<file path="src/rtl/my_mul5_seq.sv">
// rtl/my_mul5_seq.sv - 5x5 unsigned shift-add sequential multiplier
module my_mul5_seq (
  input  logic       clk,
  input  logic       rst,
  input  logic       start,
  input  logic [4:0] Ain,
  input  logic [4:0] Bin,
  output logic [9:0] Pout,
  output logic       busy,
  output logic       done
);

  typedef enum logic [1:0] {
    IDLE = 2'd0,
    RUN  = 2'd1,
    DONE = 2'd2
  } state_t;

  state_t      state_q, state_d;
  logic [4:0]  m_q, m_d;
  logic [4:0]  q_q, q_d;
  logic [4:0]  acc_q, acc_d;
  logic [2:0]  cnt_q, cnt_d;
  logic [9:0]  pout_q, pout_d;

  logic [4:0]  addend;
  logic [5:0]  add_res;
  logic [10:0] shifted;

  // The single 5-bit ripple-carry adder; bit 5 of the result is the carry-out.
  function automatic logic [5:0] rca5(input logic [4:0] a, input logic [4:0] b);
    logic [5:0] c;
    logic [4:0] s;
    c[0] = 1'b0;
    for (int i = 0; i < 5; i++) begin
      s[i]     = a[i] ^ b[i] ^ c[i];
      c[i + 1] = (a[i] & b[i]) | (c[i] & (a[i] ^ b[i]));
    end
    return {c[5], s};
  endfunction

  // Partial product for this iteration and the shifted {Co,Sum,Q} result.
  always_comb begin
    addend  = q_q[0] ? m_q : 5'd0;
    add_res = rca5(acc_q, addend);
    shifted = {1'b0, add_res, q_q[4:1]};
  end

  // Next-state and datapath control; everything holds unless the state says otherwise.
  always_comb begin
    state_d = state_q;
    m_d     = m_q;
    q_d     = q_q;
    acc_d   = acc_q;
    cnt_d   = cnt_q;
    pout_d  = pout_q;
    case (state_q)
      IDLE: begin
        if (start) begin
          m_d     = Ain;
          q_d     = Bin;
          acc_d   = 5'd0;
          cnt_d   = 3'd0;
          state_d = RUN;
        end
      end
      RUN: begin
        acc_d = shifted[9:5];
        q_d   = shifted[4:0];
        cnt_d = cnt_q + 3'd1;
        if (cnt_q == 3'd4) begin
          pout_d  = shifted[9:0];
          state_d = DONE;
        end
      end
      DONE: begin
        state_d = IDLE;
      end
      default: begin
        state_d = IDLE;
      end
    endcase
  end

  // State and datapath registers, cleared asynchronously.
  always_ff @(posedge clk or posedge rst) begin
    if (rst) begin
      state_q <= IDLE;
      m_q     <= 5'd0;
      q_q     <= 5'd0;
      acc_q   <= 5'd0;
      cnt_q   <= 3'd0;
      pout_q  <= 10'd0;
    end else begin
      state_q <= state_d;
      m_q     <= m_d;
      q_q     <= q_d;
      acc_q   <= acc_d;
      cnt_q   <= cnt_d;
      pout_q  <= pout_d;
    end
  end

  // Status outputs decode directly from the state register.
  always_comb begin
    Pout = pout_q;
    busy = (state_q == RUN) || (state_q == DONE);
    done = (state_q == DONE);
  end

endmodule

</file>
<file path="config.mk">
export PLATFORM = sky130hd
export DESIGN_NAME = my_mul5_seq
export DESIGN_NICKNAME = d
export VERILOG_FILES = /design/src/rtl/my_mul5_seq.sv
export SDC_FILE = /design/constraint.sdc
export NUM_CORES = 1
export LEC_CHECK = 0
export CORE_MARGIN = 8
export CORE_UTILIZATION = 26
export CTS_BUF_LIST = sky130_fd_sc_hd__clkbuf_4 sky130_fd_sc_hd__clkbuf_8
export DETAILED_ROUTE_END_ITERATION = 8
export PLACE_DENSITY = 0.46
export SETUP_SLACK_MARGIN = 0.05
export SLEW_MARGIN = 20
export SYNTH_ARGS = -nofsm -noshare
export SYNTH_HDL_FRONTEND = slang
export SYNTH_SLANG_ARGS = --single-unit
</file>
<file path="constraint.sdc">
create_clock -name clk -period 3.2 [get_ports clk]
set_clock_uncertainty 0.1 [all_clocks]
set_input_delay 0.64 -clock clk [delete_from_list [all_inputs] [get_ports clk]]
set_output_delay 0.64 -clock clk [all_outputs]
set_load 0.1 [all_outputs]
</file>
==> out/results.ini <==
[status]
status = completed

[global_route]
grt_overflow = 0
grt_util_met3_pct = 3.24
grt_busiest_layer = met2
grt_pass1_wl_mm = 5.38
grt_start_max_net_pins = 31
met2_usage_pct = 12.9
grt_pass1_vias = 1011
antenna_found_initial = 0
gr-usage-met1_pct = 10.3
grt_usage_pct = 8.34

[synthesis]
ys_ff_latch = 30
seq_area_frac_synth_pct = 51.6
syn_inst = 118
syn_avg_cell_area_sq_um = 12.3
ys.warnings.count = 0
synth_nets = 141
yosysTopAreaCellShare_pct = 51.6
synth_top_area_cell = dfrtp_1
synthDistinctLibCells = 31
syn_area_sq_um = 1450
synthTopCellsByArea = dfrtp_1, mux2_2, fa_1

[route]
routed_wl_mm = 3.18
via_count = 965
vias_per_cell = 4.39
drtAntennaViolNets = 0
drc = 0
drt_iter0_markers = 40
dr.pass1.iters = 4
wire_per_inst_um = 14.5

[clock_network]
path_clk_slew_ns = 0.07
cts_tree = built
cts_root_buffer = clkbuf_8
cts-hold-fix-buffers = 0
clkLatencyLatePin_ns = 0.28
cts_max_level = 2
cts_setup_buffers = 0
numClockSinks = 30
cts_resized = 0
clockBufferDepth = 2
cts_made_buffers = 5

[floorplan]
die_y_um = 90.8
die-area_sq_um = 8240
rows = 27
boundaryPins = 25
fp.dieW_um = 90.8
initial_utilization_pct = 26.7
core_sq_um = 5440

[worst_setup_path]
cp_top_family = adder cells
path_class = register to register
crit_path_frequent_cell = fa_1
worstSetupStartpointType = register
cp_slowest_cell = fa_1
worstPathArrival_ns = 2.69
critPathRequiredTime_ns = 3.29
critPathCaptureType = register
worstPathCellList = and2_1 -> ha_1 -> inv_1 -> fa_1 -> inv_1 -> fa_1 -> fa_1 -> inv_1 -> fa_1 -> o21ai_0
crit_fanout = 6
cp_num_buf_inv = 3
worst_path_largest_cell_delay_ns = 0.43

[sta]
fmax_mhz = 385
slew_violations = 0
period_minus_slack_ns = 2.60
finalCritPeriodShare_pct = 81.1
finalSetupViolCount = 0
slew_headroom_pct = 58.7
hold_viol = 0
fin_setup_tns_ns = 0
rsz0062_at_grt = no
tightest_slew_ns = 0.602

[hold_path]
min_path_type = register to register

[flow_run]
drv_cap = 0

[final_layout]
layout.cells.non_filler = 220
fin_nets = 170
synthToLayoutAreaGrowth_pct = 26.1
drive_gt1_share_pct = 31.8
n_antenna_cell = 0
n_fill_cell = 543

[place]
dp_cells = 212
place_hpwl_mm = 2.36
routabilityCongestion = 0.690
port_buffers = 24

[Yosys cell counts]
cell type	instances
buf_6	1
nand2b_1	2
nor2_4	1
fa_1	4
nand2b_2	1
a21oi_1	4
a21bo_2	1
nand2_1	9
mux2i_1	1
a22o_2	3
and2_1	3
mux2_4	1
or3_1	4
buf_2	1
nor2_1	2
dfrtp_1	30
nand3_2	1
a221o_1	1
and2b_4	1
buf_4	1
a22o_1	1
mux2_2	11
o22ai_1	1
or2b_1	1
inv_1	11
nand2_2	1
o221a_2	4
nand3_1	2
o21ai_0	7
and2_2	1
ha_1	6
[worst register-to-register path, stage by stage, from the launching register on]
cell and delay, ns:
dfrtp_1 0.42, and2_1 0.15, ha_1 0.17, inv_1 0.07, fa_1 0.15, inv_1 0.05, fa_1 0.37, fa_1 0.36
inv_1 0.08, fa_1 0.43, o21ai_0 0.16
[cell usage in the layout, fill, tap and decap left out]
cell type and n:
or2b_1 1, clkdlybuf4s50_1 12, dfrtp_1 30, or3_1 4, clkbuf_8 6, nand3_2 1
o22ai_1 1, mux2_4 1, mux2i_1 1, a22o_2 3, nand2_1 9, nand2b_2 1
and2_2 1, fa_1 4, buf_4 13, mux2_2 11, and2_1 3, a21oi_1 4
nand3_1 2, a22o_1 1, clkinvlp_4 1, a221o_1 1, o221a_2 4, nand2_2 1
o21ai_0 7, inv_1 11, nand2b_1 2, clkinv_2 1, nor2_1 2, a21bo_2 1
and2b_4 1, nor2_4 1, ha_1 6
[sequential cells by signal, indices dropped and copies added (netlist names)]
name,count
m_q,5
cnt_q,3
acc_q,5
state_q,2
Pout,10
q_q,5
[stage by stage]
step                utilization, %  worst slack (ns)  cell area, sq um  hold slack (ns)
global placement              32.0             0.661              1740            0.372
global route                  33.7             0.421              1830            0.428
floorplan                        -             0.739              1450            0.356
detailed placement            32.0             0.555              1740            0.383
finish                        33.7             0.604              1830            0.392
CTS                           33.7             0.565              1830            0.399
[routing by layer]
layer  vias to the layer above  wire [um]  part of all wire [%]
met1                       480       1470                    46
met2                        17       1550                    49
met3                         4        136                   4.3
met5                         -          0                     0
met4                         0         27                  0.85
li1                        464          -                     -
[worst paths after layout]
check,from,slack (ns),end,depth (start not counted)
setup / recovery,q_q[0],0.60,Pout[8],10
hold / removal,Pout[5],0.39,Pout[5],2
setup reg to reg,q_q[0],0.60,Pout[8],10
hold reg to reg,Pout[5],0.39,Pout[5],2
max in group asynchronous,rst,2.07,Pout[9],3
min in group asynchronous,rst,0.64,q_q[2],3
[area by class of cell]
class	instances	area (sq um)	area share, %
clock inverter	2	12.5	0.683
tap	72	90.1	4.91
sequential	30	751	41.0
multi-input combinational	74	638	34.8
timing repair buffer	25	218	11.9
clock buffer	6	82.6	4.51
inverter	11	41.3	2.25
[cell families after synthesis]
kind of cell             Yosys count  share of synthesized area (%)
AO/OA/AOI/OAI                     22                           11.4
adder cells (fa/ha/maj)           10                           10.7
buffers and inverters             14                           4.47
flip-flops                        30                           51.6
multiplexers                      13                           10.2
AND/OR/NAND/NOR                   29                           11.6
Power is left out: the tool's default activity adds up to more than one toggle a clock period on the data nets, which glitch-free logic cannot reach.
